`config.mk`:
```
export PLATFORM = sky130hd
export DESIGN_NAME = cache_lookup_ctrl
export DESIGN_NICKNAME = d
export VERILOG_FILES = /design/src/rtl/cache_lookup_ctrl.sv
export SDC_FILE = /design/constraint.sdc
export NUM_CORES = 1
export LEC_CHECK = 0
export ABC_CLOCK_PERIOD_IN_PS = 3320
export CORE_MARGIN = 2
export CORE_UTILIZATION = 59
export CTS_BUF_LIST = sky130_fd_sc_hd__clkbuf_16
export CTS_CLUSTER_DIAMETER = 100
export DETAILED_ROUTE_END_ITERATION = 10
export PLACE_DENSITY_LB_ADDON = 0.05
export SLEW_MARGIN = 20
export SYNTH_ARGS = -nofsm -noshare
export SYNTH_HDL_FRONTEND = slang
export SYNTH_SLANG_ARGS = --single-unit
```
`constraint.sdc`:
```
create_clock -name clk -period 3.32 [get_ports clk]
set_input_delay 0.664 -clock clk [delete_from_list [all_inputs] [get_ports clk]]
set_output_delay 0.664 -clock clk [all_outputs]
set_load 0.01 [all_outputs]
```
`src/rtl/cache_lookup_ctrl.sv`:
```
// Direct-mapped cache lookup/refill controller.
// Owns the line tag store and valid bits; refills misses from memory.
module cache_lookup_ctrl #(
  parameter int INDEX_LENGTH  = 4,
  parameter int TAG_LENGTH    = 22,
  parameter int OFFSET_LENGTH = 6,
  parameter int ADDR_LENGTH   = 32
) (
  input  logic                    clk,
  input  logic                    rst,
  input  logic                    req_valid_i,
  output logic                    req_ready_o,
  input  logic [ADDR_LENGTH-1:0]  req_addr_i,
  input  logic                    flush_i,
  output logic                    resp_valid_o,
  output logic                    resp_hit_o,
  output logic [INDEX_LENGTH-1:0] resp_index_o,
  output logic                    mem_req_o,
  output logic [ADDR_LENGTH-1:0]  mem_addr_o,
  input  logic                    mem_ack_i
);

  localparam int LINES = 2**INDEX_LENGTH;

  localparam logic [1:0] S_IDLE   = 2'd0;
  localparam logic [1:0] S_LOOKUP = 2'd1;
  localparam logic [1:0] S_REFILL = 2'd2;
  localparam logic [1:0] S_RESP   = 2'd3;

  logic [1:0]              state_q, state_d;
  logic [TAG_LENGTH-1:0]   tag_q, tag_d;
  logic [INDEX_LENGTH-1:0] idx_q, idx_d;
  logic [LINES-1:0]        valid_q, valid_d;
  logic                    resp_valid_q, resp_valid_d;
  logic                    resp_hit_q, resp_hit_d;
  logic [INDEX_LENGTH-1:0] resp_index_q, resp_index_d;
  logic                    mem_req_q, mem_req_d;
  logic [ADDR_LENGTH-1:0]  mem_addr_q, mem_addr_d;

  logic [TAG_LENGTH-1:0]   tag_mem [LINES];
  logic                    tag_we;
  logic                    hit;

  // Offset bits only select a byte within the line.
  logic unused_offset;
  assign unused_offset = ^req_addr_i[OFFSET_LENGTH-1:0];

  assign hit = valid_q[idx_q] && (tag_mem[idx_q] == tag_q);

  always_comb begin
    state_d      = state_q;
    tag_d        = tag_q;
    idx_d        = idx_q;
    valid_d      = valid_q;
    resp_valid_d = 1'b0;
    resp_hit_d   = resp_hit_q;
    resp_index_d = resp_index_q;
    mem_req_d    = mem_req_q;
    mem_addr_d   = mem_addr_q;
    tag_we       = 1'b0;
    unique case (state_q)
      S_IDLE: begin
        if (flush_i) begin
          valid_d = '0;
        end else if (req_valid_i) begin
          tag_d   = req_addr_i[ADDR_LENGTH-1 -: TAG_LENGTH];
          idx_d   = req_addr_i[OFFSET_LENGTH +: INDEX_LENGTH];
          state_d = S_LOOKUP;
        end
      end
      S_LOOKUP: begin
        if (hit) begin
          state_d      = S_RESP;
          resp_valid_d = 1'b1;
          resp_hit_d   = 1'b1;
          resp_index_d = idx_q;
        end else begin
          state_d    = S_REFILL;
          mem_req_d  = 1'b1;
          mem_addr_d = {tag_q, idx_q, {OFFSET_LENGTH{1'b0}}};
        end
      end
      S_REFILL: begin
        if (mem_ack_i) begin
          tag_we         = 1'b1;
          valid_d[idx_q] = 1'b1;
          mem_req_d      = 1'b0;
          state_d        = S_RESP;
          resp_valid_d   = 1'b1;
          resp_hit_d     = 1'b0;
          resp_index_d   = idx_q;
        end
      end
      S_RESP: begin
        state_d = S_IDLE;
      end
      default: begin
        state_d = S_IDLE;
      end
    endcase
  end

  always_ff @(posedge clk) begin
    if (rst) begin
      state_q      <= S_IDLE;
      tag_q        <= '0;
      idx_q        <= '0;
      valid_q      <= '0;
      resp_valid_q <= 1'b0;
      resp_hit_q   <= 1'b0;
      resp_index_q <= '0;
      mem_req_q    <= 1'b0;
      mem_addr_q   <= '0;
    end else begin
      state_q      <= state_d;
      tag_q        <= tag_d;
      idx_q        <= idx_d;
      valid_q      <= valid_d;
      resp_valid_q <= resp_valid_d;
      resp_hit_q   <= resp_hit_d;
      resp_index_q <= resp_index_d;
      mem_req_q    <= mem_req_d;
      mem_addr_q   <= mem_addr_d;
    end
  end

  // Tag store is not reset; the valid bits alone qualify it.
  always_ff @(posedge clk) begin
    if (tag_we && !rst) begin
      tag_mem[idx_q] <= tag_q;
    end
  end

  assign req_ready_o  = (state_q == S_IDLE) && !flush_i;
  assign resp_valid_o = resp_valid_q;
  assign resp_hit_o   = resp_hit_q;
  assign resp_index_o = resp_index_q;
  assign mem_req_o    = mem_req_q;
  assign mem_addr_o   = mem_addr_q;

endmodule
```
# After elaboration in Yosys (flattened, before gate mapping)
# Memories as Yosys holds them, arrays and structs flattened. A register that Yosys moved wholly into a read port is not among the register bits.
# Cells that the tools add are included.
[op_classes]
magnitude_cmp = 2
muxes = 28
n_reduce_logical = 15
bitwise_logic = 3
eq_ne = 10
[op_table]
columns = ["operator", "n"]
rows = [
  ["16-bit two-way mux", 2],
  ["16-bit one-hot mux with 2 select lines", 1],
  ["22-bit equality test", 1],
  ["4-bit two-way mux", 4],
  ["16-bit bitwise OR", 1],
  ["3-bit AND reduction", 5],
  ["2-bit inequality test (second input constant)", 6],
  ["1-bit two-way mux", 11],
  ["2-bit one-hot mux with 4 select lines", 1],
  ["4-bit one-hot mux with 2 select lines", 1],
  ["2-bit two-way mux", 3],
  ["1-bit one-hot mux with 2 select lines", 3],
  ["4-bit by 5-bit less-than comparator with 1-bit output (second input constant)", 1],
  ["1-bit binary-select mux with 4-bit select", 1],
  ["1-bit demux with 4-bit select", 1],
  ["2-bit equality test (second input constant)", 2],
  ["4-bit by 1-bit greater-or-equal comparator with 1-bit output (second input constant)", 1],
  ["1-bit logical AND", 4],
  ["2-bit nonzero test", 2],
  ["2-bit by 1-bit equality test with 1-bit output (second input constant)", 1],
  ["1-bit logical NOT", 2],
  ["2-bit logical NOT", 1],
  ["1-bit NOT", 2],
  ["2-bit AND reduction", 1],
]
[word_totals]
n_memories = 1
out_inout_bits = 40
in_bits = 37
mem_bits_rw = 352
word_cells = 68
regBits = 77
[memory_table]
columns = ["name", "depth", "width", "read_ports", "rd_ports_with_merged_regs", "write_ports", "line_no", "source"]
rows = [
  ["tag_mem", 16, 22, 1, 1, 1, "40", "logic [TAG_LENGTH-1:0] tag_mem [LINES];"],
]

# Depth between registers and ports, before layout
# Gate-level depths: netlist (run 1).
[logic_depth]
depth_word = 7
mapped_depth = 15

# Worst setup path after synthesis (run 1)
# OpenSTA, ideal clock, no wires.
[synth_path]
path_kind = "register to register"
startpoint = "register (tool-made name)"
endpoint = "register mem_addr_q[16] (netlist: mem_addr_o[16])"
n_path_buf = 7
path_stages_with_launch = 16
required_ns = 3.192
t_arrival_ns = 2.771
path_slack_ns = 0.421
path_cell_list = "dfxtp_1 buf_6 buf_6 buf_6 buf_2 buf_2 mux2i_1 mux2i_1 xnor2_1 nand4_1 nor4_2 a31o_2 buf_6 buf_12 mux2i_1 nor2_1"
[synth_lines]
columns = ["item", "line_no", "source"]
rows = [
  ["to (signal assigned)", "123", "mem_addr_q <= mem_addr_d;"],
  ["to (decl)", "38", "logic [ADDR_LENGTH-1:0] mem_addr_q, mem_addr_d;"],
]

==> results of run 1 <==
-- stage by stage --
step                power, mW  utilization
floorplan                7.48            -
global placement         8.15        0.658
detailed placement       8.17        0.658
CTS                      12.9        0.710
global route             13.4        0.718
finish                   12.9        0.718
-- flip-flops by register name, summed over array words and instances, names as in the netlist, named ones only --
name,count
resp_valid_o,1
state_q,2
tag_mem,352
mem_addr_o,26
resp_hit_o,1
tag_q,22
mem_req_o,1
valid_q,16
idx_q,4
resp_index_o,4
-- metal layers --
layer | part of all wire | routed length (um)
met1 | 0.42 | 16600
met2 | 0.47 | 18800
met3 | 0.092 | 3660
met4 | 0.022 | 893
met5 | 0 | 0
-- cell families after synthesis --
family | count (synthesis)
buffers and inverters | 67
DFF | 433
muxes | 167
AOI/OAI and AO/OA | 103
and+or+nand+nor | 189
other | 1
xor gates and xnor gates | 22
adders and majority gates | 3
-- where the power goes --
part	total, mW	switching (mW)	internal (mW)
Clock	4.70	2.03	2.68
Sequential	6.21	0.144	6.07
Combinational	2.02	1.06	0.962
-- what timing repair did --
item                       in CTS  in global routing
gates resized for setup         5                 23
pin swaps                       0                  7
buffers inserted                6                  9
cloned                          0                  2
setup endpoints to repair      34                 28
-- layout by cell type (no fill, tap or decap), types with 9 or more instances in the layout --
cell type,count
nand2_1,70
buf_4,77
xnor2_1,15
mux4_1,11
clkdlybuf4s50_1,63
a21oi_1,52
buf_12,25
edfxtp_1,352
clkbuf_16,48
mux2i_1,79
nor2b_1,9
dfxtp_1,77
nor2_1,62
mux4_2,68
inv_1,13
clkinv_1,14
nor2_2,16
-- worst max path at each step --
stage | cells after the start | from | to
finish | 11 | flip-flop | mem_addr_o[9]
global route | 12 | flip-flop | mem_addr_o[19]
CTS | 12 | flip-flop | mem_addr_o[15]
detailed placement | 13 | flip-flop | mem_addr_o[14]
global placement | 13 | flip-flop | mem_addr_o[21]
floorplan | 15 | flip-flop | mem_addr_o[16]
-- critical path, cell delays in order, from the launching register on --
cell and delay (ns):
dfxtp_4 0.43, buf_6 0.15, mux4_2 0.50, mux4_2 0.50
xnor2_2 0.18, nand4b_1 0.20, nor4_2 0.31, buf_4 0.19
a31o_4 0.22, clkbuf_16 0.17, mux2i_1 0.17, nor2_1 0.05
-- cell type report --
| cell class | count | area (um2) |
|---|---|---|
| clock buffer | 46 | 1150 |
| tap | 384 | 480 |
| inverter | 9 | 33.8 |
| timing repair buffer | 172 | 1810 |
| multi-input combinational | 490 | 4580 |
| sequential | 433 | 12200 |
| fill | 1859 | 8040 |
| clock inverter | 37 | 244 |
==> results.md, run 1 <==
- Root buf cell: clkbuf_16
- Post-synth EDFFs: 352
- First-pass GRT wire length: 58.4 mm
- Synth cell types: 51
- Initial antenna violation count: 0
- Starting density of the core: 0.595
- Clk slew on worst S/H paths: 0.06 ns
- Status: complete, no violations
- Critical Path AT: 3.63 ns
- Share of the synthesized area in the top cell type: 0.622
- Pin count of the biggest net entering global routing: 63
- CTS tree: done
- FF-to-FF End: mem_addr_o[9]
- I/O pin count: 77
- Setup TNS: 0 ns
- Die W: 174 um
- DRT Pass-1 Iters: 5
- Post-synthesis compound-gate area fraction: 0.0371
- Clock Tree Buf Depth: 3
- Chip height: 174 um
- Share of layout cells above drive strength 1: 0.246
- Initial DRC count: 851
- Pwr Density: 631 nW/um2
- Routed wire length per instance: 25.4 um
- Hold path startpoint: valid_q[12]
- Detail Placement HPWL: 23.5 mm
- Site Rows: 62
- Post-synth ARST share: 0
- Post-synthesis register bit count: 433
- Yosys warning count: 0
- Synth Area in Adders: 0.00221
- Post-Layout Cell Count: 1,571
- Number of diodes: 0
- Max IR drop VDD: 0.000565 V
- CP max FO: 6
- Relative slew slack: 0.546
- IO Port Bufs: 64
- Layout overhead on the synthesized area: 20.7%
- Crit path time final: 3.23 ns
- Core Box Area: 28,500 um2
- Highest Clock Rate: 310 MHz
- Yosys top cell by area: edfxtp_1
- Grt met1 use: 0.388
- Sink Count: 433
- Met2 Use GR: 0.424
- GRT busiest layer: met2
- Final Skew: 0.0192 ns
- Worst path required time: 3.72 ns
- Crit. End Element: flip-flop
- Max_cap viols: 0
- Worst-margin pin slew: 0.674 ns
- Area after DPL: 18,800 um2
- Count leader, synth: edfxtp_1
- Placed insts: 1,471
- Routed Antenna Nets: 0
- Reg2Reg Depth: 11
- Total CTS buffers: 45
- Reg-to-reg slack, setup: 0.09 ns
- CTS H-tree lvls: 2
- WS Path Type: flip-flop to flip-flop
- Vias: 9,377
- Remaining DRCs: 0
- Die area: 30,200 um2
- Hold Slack: 0.470 ns
- Synth cell count leaders: edfxtp_1 (352), mux2i_1 (82), dfxtp_1 (81)
- GR Overflow Total: 0
- Fin. Hold Viols: 0
- Hold Path Cell Cnt: 2
- Fin. max-slew vios: 0
- Clk_lat worst skew: 0.55 ns
- Leak: 6.91 nW
- Seq/Total Area, Yosys: 0.718
- Via density per instance: 5.97
- Post-synthesis mux area share: 0.160
- RSZ-0062 raised after global routing: yes
- Met3 Resource Use GR: 0.0480
- Post-route cell area: 20,500 um2
- Hold buffer count at cts: 0
- Tcrit/Tclk final: 0.972
- Overall Global Routing Usage: 0.266
- Final setup margin: 0.0942 ns
- Post-Synth XOR/XNOR Area: 0.0113
- Number of global-route vias before repair: 9,280
- Largest family of logic cells by synthesized area: multiplexers
- Final wirelength: 40.0 mm
- Synth Area in Simple Gates: 0.0484
- Tightest Hold Check Type: flip-flop to flip-flop
- Pre-CTS setup slack: -0.145 ns
- # nets final: 1,191
- Synthesized area per cell: 17.2 um2
- Final setup fails: 0
- Top cells by area, synth: edfxtp_1 (62%), dfxtp_1 (9.5%), mux4_2 (8.9%)
- Startpoint types: flip-flop
- Cells after Synth: 985
- Top FF cell, synth: edfxtp_1
- Worst Hold Endpoint: valid_q[12]
- Final GP Congestion: 0.791
- Post-Syn Area: 17,000 um2
Note: power is estimated with default switching activity, not from simulation.
==> inputs of run 2 (changes only) <==
CORE_MARGIN = not set   (was 2)
GPL_ROUTABILITY_DRIVEN = 0   (was not set)
==> run 2 against run 1 <==
Sequential power barely moved. Power is 2.5% lower. Register-to-register slack better by 0.05 ns. Sequential share of layout area up 0.40 points. Setup slack better by 0.053 ns. Via count is 0.58% higher. Largest cell class unchanged.
==> results.md, run 2 (synthesis results as in run 1) <==
- Highest Clock Rate: 315 MHz (+1.7%)
- Chip height: 172 um (-1.2%)
- Detail Placement HPWL: 22.9 mm (-2.3%)
- Cell mode on critical path: buf_12
- CP delay by family, top: simple AND/OR/NAND/NOR gates
- Critical path cell sequence: buf_12, buf_12, clkbuf_16, nor2_1, a22o_1, nor3_1, nor4b_1, o211ai_1, nor4_2, buf_4, a31o_4, buf_12, mux2i_1, nor2_1
- Tcrit/Tclk final: 0.956 (-0.0159)
- First-pass GRT wire length: 57.8 mm (-1.1%)
- Worst path required time: 3.71 ns (about the same)
- Site Rows: 61 (-1.6%)
- Vias: 9,431 (+0.58%)
- Crit. End Element: flip-flop
- Remaining DRCs: 0 (unchanged)
- Initial DRC count: 1,006 (+18%)
- CP max stage delay: 0.38 ns (-0.12 ns)
- Startpoint types: flip-flop
- Status: complete, no violations
- Via density per instance: 6.05 (+1.4%)
- Initial antenna violation count: 0 (unchanged)
- Placed insts: 1,454 (-1.2%)
- Fin. max-slew vios: 0 (unchanged)
- WS Path Type: flip-flop to flip-flop
- Commonest non-fill, non-tap cell in the layout: edfxtp_1
- Largest register FFs: 352 (unchanged)
- I/O pin count: 77 (unchanged)
- Max IR drop VDD: 0.000443 V (-22%)
- CTS H-tree lvls: 2 (unchanged)
- Leak: 6.91 nW (about the same)
- Clock Tree Buf Depth: 3 (unchanged)
- Total CTS buffers: 44 (-2.2%)
- Most flop-heavy register: tag_mem
- Fin. Hold Viols: 0 (unchanged)
- Core Box Area: 28,100 um2 (-1.6%)
- Fill cells: 1,784 (-4.0%)
- DRT Pass-1 Iters: 5 (unchanged)
- CP Buf/Inv Count: 5 (+2)
- # nets final: 1,187 (-0.34%)
- Hold buffer count at cts: 0 (unchanged)
- GR Overflow Total: 0 (unchanged)
- CP max FO: 11 (+5)
- RSZ-0062 raised after global routing: yes
- Final setup margin: 0.147 ns (+0.0528 ns)
- Pwr Density: 619 nW/um2 (-1.9%)
- Final core utilization: 0.725 (+0.00687)
- Hold path startpoint: valid_q[7]
- Layout overhead on the synthesized area: 19.9%
- Pin count of the biggest net entering global routing: 63 (unchanged)
- Clk slew on worst S/H paths: 0.06 ns (about the same)
- Number of global-route vias before repair: 9,143 (-1.5%)
- Routed Antenna Nets: 0 (unchanged)
- Critical Path AT: 3.56 ns (-0.07 ns)
- Root buf cell: clkbuf_16
- Crit path time final: 3.17 ns (-0.0528 ns)
- Commonest cells after routing, fill and taps aside: edfxtp_1 (352), mux2i_1 (82), dfxtp_1 (77)
- CTS tree: done
- Pre-CTS setup slack: -0.0483 ns (+0.0971 ns)
- Final setup fails: 0 (unchanged)
- Overall Global Routing Usage: 0.277 (+0.0119)
- Share of layout cells above drive strength 1: 0.227 (-0.0191)
- Worst-margin pin slew: 0.682 ns (+0.00744 ns)
- Die W: 172 um (-1.2%)
- Tightest Hold Check Type: flip-flop to flip-flop
- Max_cap viols: 0 (unchanged)
- Relative slew slack: 0.545 (-0.000828)
- Final wirelength: 40.4 mm (+1.0%)
- Multi-input gate area: 4520 um2 (-1.2%)
- Highest-delay cell along the critical path: nor2_1
- Final Skew: 0.0142 ns (-0.00494 ns)
- Register Area: 12,200 um2 (unchanged)
- IO Port Bufs: 64 (unchanged)
- Die area: 29,500 um2 (-2.3%)
- Post-Layout Cell Count: 1,559 (-0.76%)
- Routed wire length per instance: 25.9 um (+1.8%)
- Sink Count: 433 (unchanged)
- Clk_lat worst skew: 0.53 ns (-0.02 ns)
- Number of diodes: 0 (unchanged)
- Starting density of the core: 0.605 (+0.00975)
-- run 2: cell types whose count changed in the layout (fill, tap and decap cells not counted), sizes merged --
cell      before  now
buf          107  100
clkinvlp       2    0
bufinv         2    1
clkbuf        48   51
clkinv        25   13
inv           17   30
-- run 2: worst paths after layout --
| check | to | slack [ns] | cells past startpoint |
|---|---|---|---|
| worst max-delay path | mem_addr_o[15] | 0.15 | 14 |
| worst max register to register | mem_addr_o[15] | 0.15 | 14 |
| worst min register to register | valid_q[7] | 0.46 | 2 |
| worst min-delay path | valid_q[7] | 0.46 | 2 |
-- run 2: metal layers --
metal  vias to the layer above  share of wire  global-route usage
met1                      4851           0.44               0.410
met4                         0          0.019              0.0749
met2                       398           0.47               0.434
li1                       4133              -                   -
met5                         -              0                   0
met3                        49          0.074              0.0419
-- run 2: through the flow --
stage / cell area (um2) / hold WS (ns) / power [mW] / setup TNS [ns]
5_1_grt: 20400 / 0.493 / 13.0 / -0.0461
4_1_cts: 20000 / 0.468 / 12.5 / 0
6_report: 20400 / 0.463 / 12.6 / 0
3_5_place_dp: 18700 / 0.455 / 8.15 / -0.381
3_3_place_gp: 18700 / 0.444 / 8.12 / 0
2_1_floorplan: 17000 / 0.431 / 7.48 / 0
-- run 2: where the power goes --
group          switching [mW]  internal, mW  total, mW
clock network            1.90          2.51       4.41
logic                    1.06         0.938       2.00
registers               0.134          6.07       6.20
total                    3.10          9.52       12.6
-- run 2: what timing repair did --
item,CTS,global route
cloned,0,4
setup endpoints to repair,14,26
gates resized for setup,3,12
pin swaps,0,3
setup buffers,0,21
endpoints found under the hold margin,0,0
-- run 2: cell type report --
cell class,instances,area share
flip-flops and latches,433,0.599
multi-input cells,490,0.222
repair buffers,169,0.0906
clock buffers,45,0.0553
well taps,378,0.0232
clock inverters,35,0.00799
inverters,9,0.00166
-- run 2: worst min-delay path, stage by stage, from the launching register on --
cell and delay [ns]:
dfxtp_1 0.32, a31oi_1 0.04, nor2_1 0.07
